### src/rtl/l1_cache_control_pkg.sv
// Shared types and constants for the L1 cache controller slice.
// Line geometry: 16-bit byte address = tag | set | word[4:1] | byte[0].
package l1_cache_control_pkg;

    localparam int unsigned L1_ADDR_BITS        = 16;
    localparam int unsigned L1_LINE_OFFSET_BITS = 5;
    localparam int unsigned L1_SET_BITS         = 3;
    localparam int unsigned L1_TAG_BITS         = L1_ADDR_BITS - L1_LINE_OFFSET_BITS - L1_SET_BITS;

    typedef logic [L1_TAG_BITS-1:0] lc3b_l1_tag;
    typedef logic [L1_SET_BITS-1:0] lc3b_l1_set;

    typedef enum logic [1:0] {
        CHECK,
        WRITEBACK,
        ALLOCATE
    } l1_ctrl_state_t;

endpackage

### src/rtl/l1_cache_control_tag_array.sv
// Per-way tag/valid/dirty store: combinational read, synchronous write.
// A load installs a new tag as valid and clean; dirty can be written on its own.
module l1_tag_array
    import l1_cache_control_pkg::*;
#(
    parameter int unsigned SET_BITS = L1_SET_BITS,
    localparam int unsigned TAG_W   = L1_ADDR_BITS - L1_LINE_OFFSET_BITS - SET_BITS
) (
    input  logic                clk,
    input  logic                reset,
    input  logic [SET_BITS-1:0] set_idx,
    input  logic                load,
    input  logic [TAG_W-1:0]    load_tag,
    input  logic                dirty_we,
    input  logic                dirty_in,
    output logic [TAG_W-1:0]    tag_out,
    output logic                valid_out,
    output logic                dirty_out
);

    localparam int unsigned SETS = 1 << SET_BITS;

    logic [TAG_W-1:0] tag_q [SETS];
    logic [TAG_W-1:0] tag_d [SETS];
    logic [SETS-1:0]  valid_q, valid_d;
    logic [SETS-1:0]  dirty_q, dirty_d;

    assign tag_out   = tag_q[set_idx];
    assign valid_out = valid_q[set_idx];
    assign dirty_out = dirty_q[set_idx];

    // Next contents: install on load, explicit dirty update otherwise
    always_comb begin
        tag_d   = tag_q;
        valid_d = valid_q;
        dirty_d = dirty_q;
        if (load) begin
            tag_d[set_idx]   = load_tag;
            valid_d[set_idx] = 1'b1;
            dirty_d[set_idx] = 1'b0;
        end
        if (dirty_we) begin
            dirty_d[set_idx] = dirty_in;
        end
    end

    // Storage; tags need no reset because valid gates every use
    always_ff @(posedge clk) begin
        tag_q <= tag_d;
        if (reset) begin
            valid_q <= '0;
            dirty_q <= '0;
        end else begin
            valid_q <= valid_d;
            dirty_q <= dirty_d;
        end
    end

endmodule

### src/rtl/l1_cache_control.sv
// L1 cache control: hit/miss decision, dirty-victim writeback, line allocate.
// 2-way set-associative, write-back / write-allocate, 32-byte lines.
// Optional macro L1_CACHE_CTRL_PERF_EN adds hit_count / miss_count outputs.
module l1_cache_control
    import l1_cache_control_pkg::*;
#(
    parameter int unsigned SET_BITS = L1_SET_BITS,
    parameter int unsigned WAYS     = 2
) (
    input  logic        clk,
    input  logic        reset,
    input  logic        mem_read,
    input  logic        mem_write,
    input  logic [15:0] mem_address,
    output logic        mem_resp,
    output logic        hit_way,
    output logic [1:0]  data_we,
    output logic        fill_sel,
    output logic        l2_read,
    output logic        l2_write,
    output logic [15:0] l2_address,
    output logic        wb_way,
    input  logic        l2_resp
`ifdef L1_CACHE_CTRL_PERF_EN
    ,
    output logic [15:0] hit_count,
    output logic [15:0] miss_count
`endif
);

    localparam int unsigned TAG_W = L1_ADDR_BITS - L1_LINE_OFFSET_BITS - SET_BITS;
    localparam int unsigned SETS  = 1 << SET_BITS;

    l1_ctrl_state_t    state_q, state_d;
    logic              victim_q, victim_d;
    logic [SET_BITS-1:0] miss_set_q, miss_set_d;
    logic [TAG_W-1:0]  miss_tag_q, miss_tag_d;
    logic [SETS-1:0]   lru_q, lru_d;
    logic              after_fill_q, after_fill_d;

    logic              req, is_write, hit, hw, victim_sel;
    logic [SET_BITS-1:0] cpu_set, arr_set;
    logic [TAG_W-1:0]  cpu_tag;
    logic [1:0]        hit_vec;
    logic [TAG_W-1:0]  way_tag [2];
    logic [1:0]        way_valid, way_dirty, way_load, way_dirty_we, way_dirty_in;
    logic [4:0]        unused_offset_bits;

    assign req      = mem_read | mem_write;
    assign is_write = mem_write;
    assign cpu_set  = mem_address[L1_LINE_OFFSET_BITS +: SET_BITS];
    assign cpu_tag  = mem_address[L1_ADDR_BITS-1 -: TAG_W];
    assign unused_offset_bits = mem_address[4:0];

    // During a miss the arrays are indexed by the registered miss set, so a
    // CPU that drops or changes its request cannot redirect the fill.
    assign arr_set = (state_q == CHECK) ? cpu_set : miss_set_q;

    l1_tag_array #(.SET_BITS(SET_BITS)) u_tag0 (
        .clk(clk), .reset(reset), .set_idx(arr_set),
        .load(way_load[0]), .load_tag(miss_tag_q),
        .dirty_we(way_dirty_we[0]), .dirty_in(way_dirty_in[0]),
        .tag_out(way_tag[0]), .valid_out(way_valid[0]), .dirty_out(way_dirty[0])
    );

    l1_tag_array #(.SET_BITS(SET_BITS)) u_tag1 (
        .clk(clk), .reset(reset), .set_idx(arr_set),
        .load(way_load[1]), .load_tag(miss_tag_q),
        .dirty_we(way_dirty_we[1]), .dirty_in(way_dirty_in[1]),
        .tag_out(way_tag[1]), .valid_out(way_valid[1]), .dirty_out(way_dirty[1])
    );

    assign hit_vec    = way_valid & {way_tag[1] == cpu_tag, way_tag[0] == cpu_tag};
    assign hit        = |hit_vec;
    assign hw         = ~hit_vec[0];
    assign victim_sel = ~way_valid[0] ? 1'b0 : (~way_valid[1] ? 1'b1 : lru_q[cpu_set]);

`ifdef L1_CACHE_CTRL_PERF_EN
    logic [15:0] hit_count_q, hit_count_d, miss_count_q, miss_count_d;
    assign hit_count  = hit_count_q;
    assign miss_count = miss_count_q;
`endif

    // State register plus LRU, victim and miss-request capture
    always_ff @(posedge clk) begin
        if (reset) begin
            state_q      <= CHECK;
            victim_q     <= 1'b0;
            miss_set_q   <= '0;
            miss_tag_q   <= '0;
            lru_q        <= '0;
            after_fill_q <= 1'b0;
`ifdef L1_CACHE_CTRL_PERF_EN
            hit_count_q  <= '0;
            miss_count_q <= '0;
`endif
        end else begin
            state_q      <= state_d;
            victim_q     <= victim_d;
            miss_set_q   <= miss_set_d;
            miss_tag_q   <= miss_tag_d;
            lru_q        <= lru_d;
            after_fill_q <= after_fill_d;
`ifdef L1_CACHE_CTRL_PERF_EN
            hit_count_q  <= hit_count_d;
            miss_count_q <= miss_count_d;
`endif
        end
    end

    // Only two ways are implemented
    always_ff @(posedge clk) begin
        assert (WAYS == 2) else $error("l1_cache_control supports WAYS == 2 only");
    end

    // Next state, tag/status updates and LRU update
    always_comb begin
        state_d      = state_q;
        victim_d     = victim_q;
        miss_set_d   = miss_set_q;
        miss_tag_d   = miss_tag_q;
        lru_d        = lru_q;
        after_fill_d = 1'b0;
        way_load     = '0;
        way_dirty_we = '0;
        way_dirty_in = '0;
`ifdef L1_CACHE_CTRL_PERF_EN
        hit_count_d  = hit_count_q;
        miss_count_d = miss_count_q;
`endif
        case (state_q)
            CHECK: begin
                if (req && hit) begin
                    lru_d[cpu_set] = ~hw;
                    if (is_write) begin
                        way_dirty_we[hw] = 1'b1;
                        way_dirty_in[hw] = 1'b1;
                    end
`ifdef L1_CACHE_CTRL_PERF_EN
                    // The first hit after a fill completes an already-counted miss
                    if (!after_fill_q) hit_count_d = hit_count_q + 16'd1;
`endif
                end else if (req) begin
                    victim_d   = victim_sel;
                    miss_set_d = cpu_set;
                    miss_tag_d = cpu_tag;
                    state_d    = way_dirty[victim_sel] ? WRITEBACK : ALLOCATE;
`ifdef L1_CACHE_CTRL_PERF_EN
                    miss_count_d = miss_count_q + 16'd1;
`endif
                end
            end
            WRITEBACK: begin
                if (l2_resp) begin
                    way_dirty_we[victim_q] = 1'b1;
                    state_d                = ALLOCATE;
                end
            end
            ALLOCATE: begin
                if (l2_resp) begin
                    way_load[victim_q] = 1'b1;
                    after_fill_d       = 1'b1;
                    state_d            = CHECK;
                end
            end
            default: state_d = CHECK;
        endcase
    end

    // Outputs to CPU, data arrays and L2
    always_comb begin
        mem_resp   = 1'b0;
        hit_way    = 1'b0;
        data_we    = '0;
        fill_sel   = 1'b0;
        l2_read    = 1'b0;
        l2_write   = 1'b0;
        l2_address = '0;
        wb_way     = 1'b0;
        case (state_q)
            CHECK: begin
                if (req && hit) begin
                    mem_resp = 1'b1;
                    hit_way  = hw;
                    if (is_write) data_we[hw] = 1'b1;
                end
            end
            WRITEBACK: begin
                l2_write   = 1'b1;
                wb_way     = victim_q;
                l2_address = {way_tag[victim_q], miss_set_q, 5'b0};
            end
            ALLOCATE: begin
                l2_read    = 1'b1;
                l2_address = {miss_tag_q, miss_set_q, 5'b0};
                if (l2_resp) begin
                    data_we[victim_q] = 1'b1;
                    fill_sel          = 1'b1;
                end
            end
            default: ;
        endcase
    end

endmodule

### config.mk
export PLATFORM = sky130hd
export DESIGN_NAME = l1_cache_control
export DESIGN_NICKNAME = d
export VERILOG_FILES = /design/src/rtl/l1_cache_control_pkg.sv /design/src/rtl/l1_cache_control_tag_array.sv /design/src/rtl/l1_cache_control.sv
export SDC_FILE = /design/constraint.sdc
export NUM_CORES = 1
export LEC_CHECK = 0
export CAP_MARGIN = 20
export CORE_ASPECT_RATIO = 2
export CORE_UTILIZATION = 24
export CTS_CLUSTER_SIZE = 30
export DETAILED_ROUTE_END_ITERATION = 6
export GPL_TIMING_DRIVEN = 0
export PLACE_DENSITY = 0.36
export SLEW_MARGIN = 20
export SYNTH_ARGS = -nofsm -noshare
export SYNTH_HDL_FRONTEND = slang
export SYNTH_SLANG_ARGS = --single-unit
### constraint.sdc
create_clock -name clk -period 4 [get_ports clk]
set_clock_uncertainty 0.1 [all_clocks]
set_input_delay 0.6 -clock clk [delete_from_list [all_inputs] [get_ports clk]]
set_output_delay 0.6 -clock clk [all_outputs]
set_load 0.03 [all_outputs]
==> impl_results.md <==
* First-pass GRT wire length at 47.5 mm
* Crit. End Element: output port
* Post-route clock period utilization at 1.10
* CP top delay family: simple AND/OR/NAND/NOR gates
* I/O Buffers at 33
* Site row count at 96
* GRT Total Usage at 0.191
* Yosys reg bits at 182
* End of the worst hold path: u_tag1.valid_q[4]$_SDFFE_PP0P_
* Buffer and inverter count on the worst path at 5
* RD Place Congestion at 0.790
* Final WS setup at -394 ps
* IO Pins at 45
* Synth Cell Area at 0.00839 mm^2
* Synth Instances at 768
* Reg-to-reg startpoint: state_q[0]$_SDFFE_PP0P_
* Post-route minimum period at 4390 ps
* Crit-path cells: inv_4 > ha_4 > buf_12 > and3b_2 > or2_4 > buf_12 > buf_12 > a32oi_4 > nand3_4 > xnor2_2 > or4_4 > nor2_4 > nand4_4 > a21oi_2 > buf_6
* Ys Warns at 0
* CTS H-tree lvls at 4
* CP startpoint kind: register
* Total die area at 0.0357 mm^2
* Worst IR Drop VDD at 247 uV
* Outcome: finished, violations left
* Final hold viol count at 0
* Via count at 6455
* Finish-stage setup viols at 4
* DR DRC count at 0
* Main synth FF type: edfxtp_1
* CTS max path bufs at 2
* Final nets at 901
* Non-filler cells, final at 1330
* Starting density of the core at 0.244
* Initial antenna violation count at 0
* TritonCTS Buffers at 17
* Failing checks: negative setup slack
* Hold WC Path Type: register to register
* Hold Path Depth at 2
* Dpl ws at -2290 ps
* Min-delay src: u_tag1.valid_q[4]$_SDFFE_PP0P_
* Antenna cells at 0
* Asr flop ratio synth at 0
* Core area at 0.0344 mm^2
* Clock Pin Slew Worst Setup and Hold Paths at 70 ps
* Syn Area/Cell at 10.9 um^2
* Layout cells sized above 1 at 0.252
* Clk_lat worst skew at 450 ps
* Clk root buf: clkbuf_16
* Slowest CP cell: or4_4
* Post-synth EDFFs at 128
* Hold_ws at 375 ps
* Critical path launch point: state_q[1]$_SDFFE_PP0P_
* R2R depth at 16
* Worst slew margin at 0.268
* Critical R2R Capture: state_q[1]$_SDFFE_PP0P_
* Vias in the first global route at 6805
* Post-DR wirelength/cell at 24.6 um
* CP dominant cell by count: buf_12
* P&R area growth vs syn at 31.3%
* Routed WL at 32.8 mm
* Worst Path Required at 3300 ps
* Sink Count at 182
* # Max-Cap Violations at 0
* Initial drt markers at 322
* Vias/cell at 4.85
* Die Width at 134 um
* Cell Count Post-Placement at 1246
* Dpl hpwl at 23.6 mm
* Fmax achieved at 0.228 GHz
* CTS tree: yes
* Antenna Nets Post-Route at 0
* LEAKAGE at 0.00375 uW
* Post-synthesis cell type count at 73
* Slew Viols, Final at 0
* Crit-path max FO at 10
* Reg-to-reg slack, setup at 180 ps
* Hold-fix buffers at CTS at 0
* Total grt overflow at 0
* Largest net degree at the start of global routing at 19
* Sequential share of the synthesized area at 0.587
* Arrival time at the worst endpoint at 3690 ps
* Critical path class: register to output port
* Slowest stage delay, CP at 500 ps
* Worst Max-Slew Pin Slew at 1090 ps
* RSZ-0062 raised after global routing: yes
* Die Ht at 266 um
* P per Cell Area at 594 mW/mm^2
* First-pass DRT Iterations at 5
## how the worst max path moves through the flow
| stage | endpoint | slack [ps] | depth (start not counted) |
|---|---|---|---|
| CTS | data_we[1] | -450 | 15 |
| floorplan | hit_way | 30 | 12 |
| finish | data_we[1] | -390 | 15 |
| detailed placement | mem_resp | -2290 | 12 |
| global route | data_we[1] | -490 | 15 |
| global placement | mem_resp | -2340 | 10 |
## state kept, by name, indices dropped and copies added, names as in the netlist
name,cells
u_tag0.valid_q,8
miss_tag_q,8
u_tag0.dirty_q,8
u_tag1.tag_q,64
state_q,2
victim_q,1
u_tag1.dirty_q,8
u_tag0.tag_q,64
lru_q,8
miss_set_q,3
u_tag1.valid_q,8
## timing repair
action                                  in CTS  in global routing
gates cloned                                 1                  0
pin swaps                                   28                 29
buffers inserted                            38                 17
gates resized for setup                    156                 56
endpoints found under the setup margin      58                 13
## layout make-up
| cell class | count | area (um^2) |
|---|---|---|
| Fill cell | 3571 | 23300 |
| Sequential cell | 182 | 4930 |
| Multi-Input combinational cell | 533 | 3730 |
| Timing Repair Buffer | 88 | 802 |
| Tap cell | 441 | 552 |
| Clock buffer | 21 | 470 |
| Buffer | 49 | 425 |
| Clock inverter | 11 | 73.8 |
| Inverter | 5 | 23.8 |
## cells by family after synthesis
kind of cell	after synthesis	synth area share
other cells	1	0.000447
simple gates	331	0.193
mux	34	0.0454
flops	182	0.587
compound gates	148	0.121
fa+ha+maj	4	0.00597
xor+xnor	11	0.0115
buf+inv	57	0.0354
## routing by layer
metal | vias to the layer above | track usage | share of wire
met5 | - | 0 | 0
met4 | 0 | 0.0905 | 0.042
met3 | 37 | 0.0242 | 0.019
met2 | 117 | 0.382 | 0.58
met1 | 3260 | 0.188 | 0.35
li1 | 3041 | - | -
## per-stage QoR
| step | util | area [um^2] | power [uW] | TNS [ps] |
|---|---|---|---|---|
| floorplan | - | 8410 | 3410 | 0 |
| global placement | 0.270 | 9290 | 4230 | -83870 |
| detailed placement | 0.271 | 9320 | 4230 | -62100 |
| CTS | 0.312 | 10700 | 6410 | -1270 |
| global route | 0.320 | 11000 | 6820 | -1500 |
| finish | 0.320 | 11000 | 6540 | -1010 |
## synth_stat cells (11+ instances only)
| library cell | instances | area share |
|---|---|---|
| nor2_1 | 85 | 0.038 |
| mux2i_1 | 25 | 0.030 |
| a32oi_1 | 11 | 0.011 |
| o31ai_1 | 13 | 0.012 |
| o21ai_0 | 30 | 0.018 |
| nor2b_1 | 28 | 0.021 |
| nand2_1 | 105 | 0.047 |
| clkbuf_1 | 16 | 0.0072 |
| a21oi_1 | 24 | 0.014 |
| buf_2 | 21 | 0.013 |
| dfxtp_1 | 54 | 0.13 |
| edfxtp_1 | 128 | 0.46 |
| nand4_1 | 12 | 0.0090 |
| a22oi_1 | 16 | 0.014 |
| nand3_1 | 42 | 0.025 |
## layout by cell type, fill, tap and decap left out, types with 13 or more instances in the layout
cell type	instances
o31ai_1	13
clkbuf_1	15
edfxtp_1	128
buf_4	56
nor2_2	13
nor2_1	71
nand2_1	103
clkdlybuf4s50_1	19
nor2b_1	28
o21ai_0	30
dfxtp_1	52
mux2i_1	20
a21oi_1	21
nand3_1	38
clkbuf_16	17
## report_power, final
part	leakage [uW]	internal (uW)	total [uW]	switching, uW
clock network	0.000259	845	1610	764
logic	0.00187	1100	2670	1570
registers	0.00162	2140	2260	120
## worst register-to-register path, cell delays in order (launching register included)
cell       delay [ps]
dfxtp_2           340
inv_4              80
ha_4              190
mux2_4            350
buf_12            160
buf_12            140
buf_4             140
mux2i_2           220
o22ai_2           140
a211oi_4          350
buf_4             180
buf_4              90
o21bai_1          210
mux2_2            440
o41ai_2           330
o31ai_1           130
o2bb2ai_1         150
No activity file was read; power rests on OpenSTA's default activity.
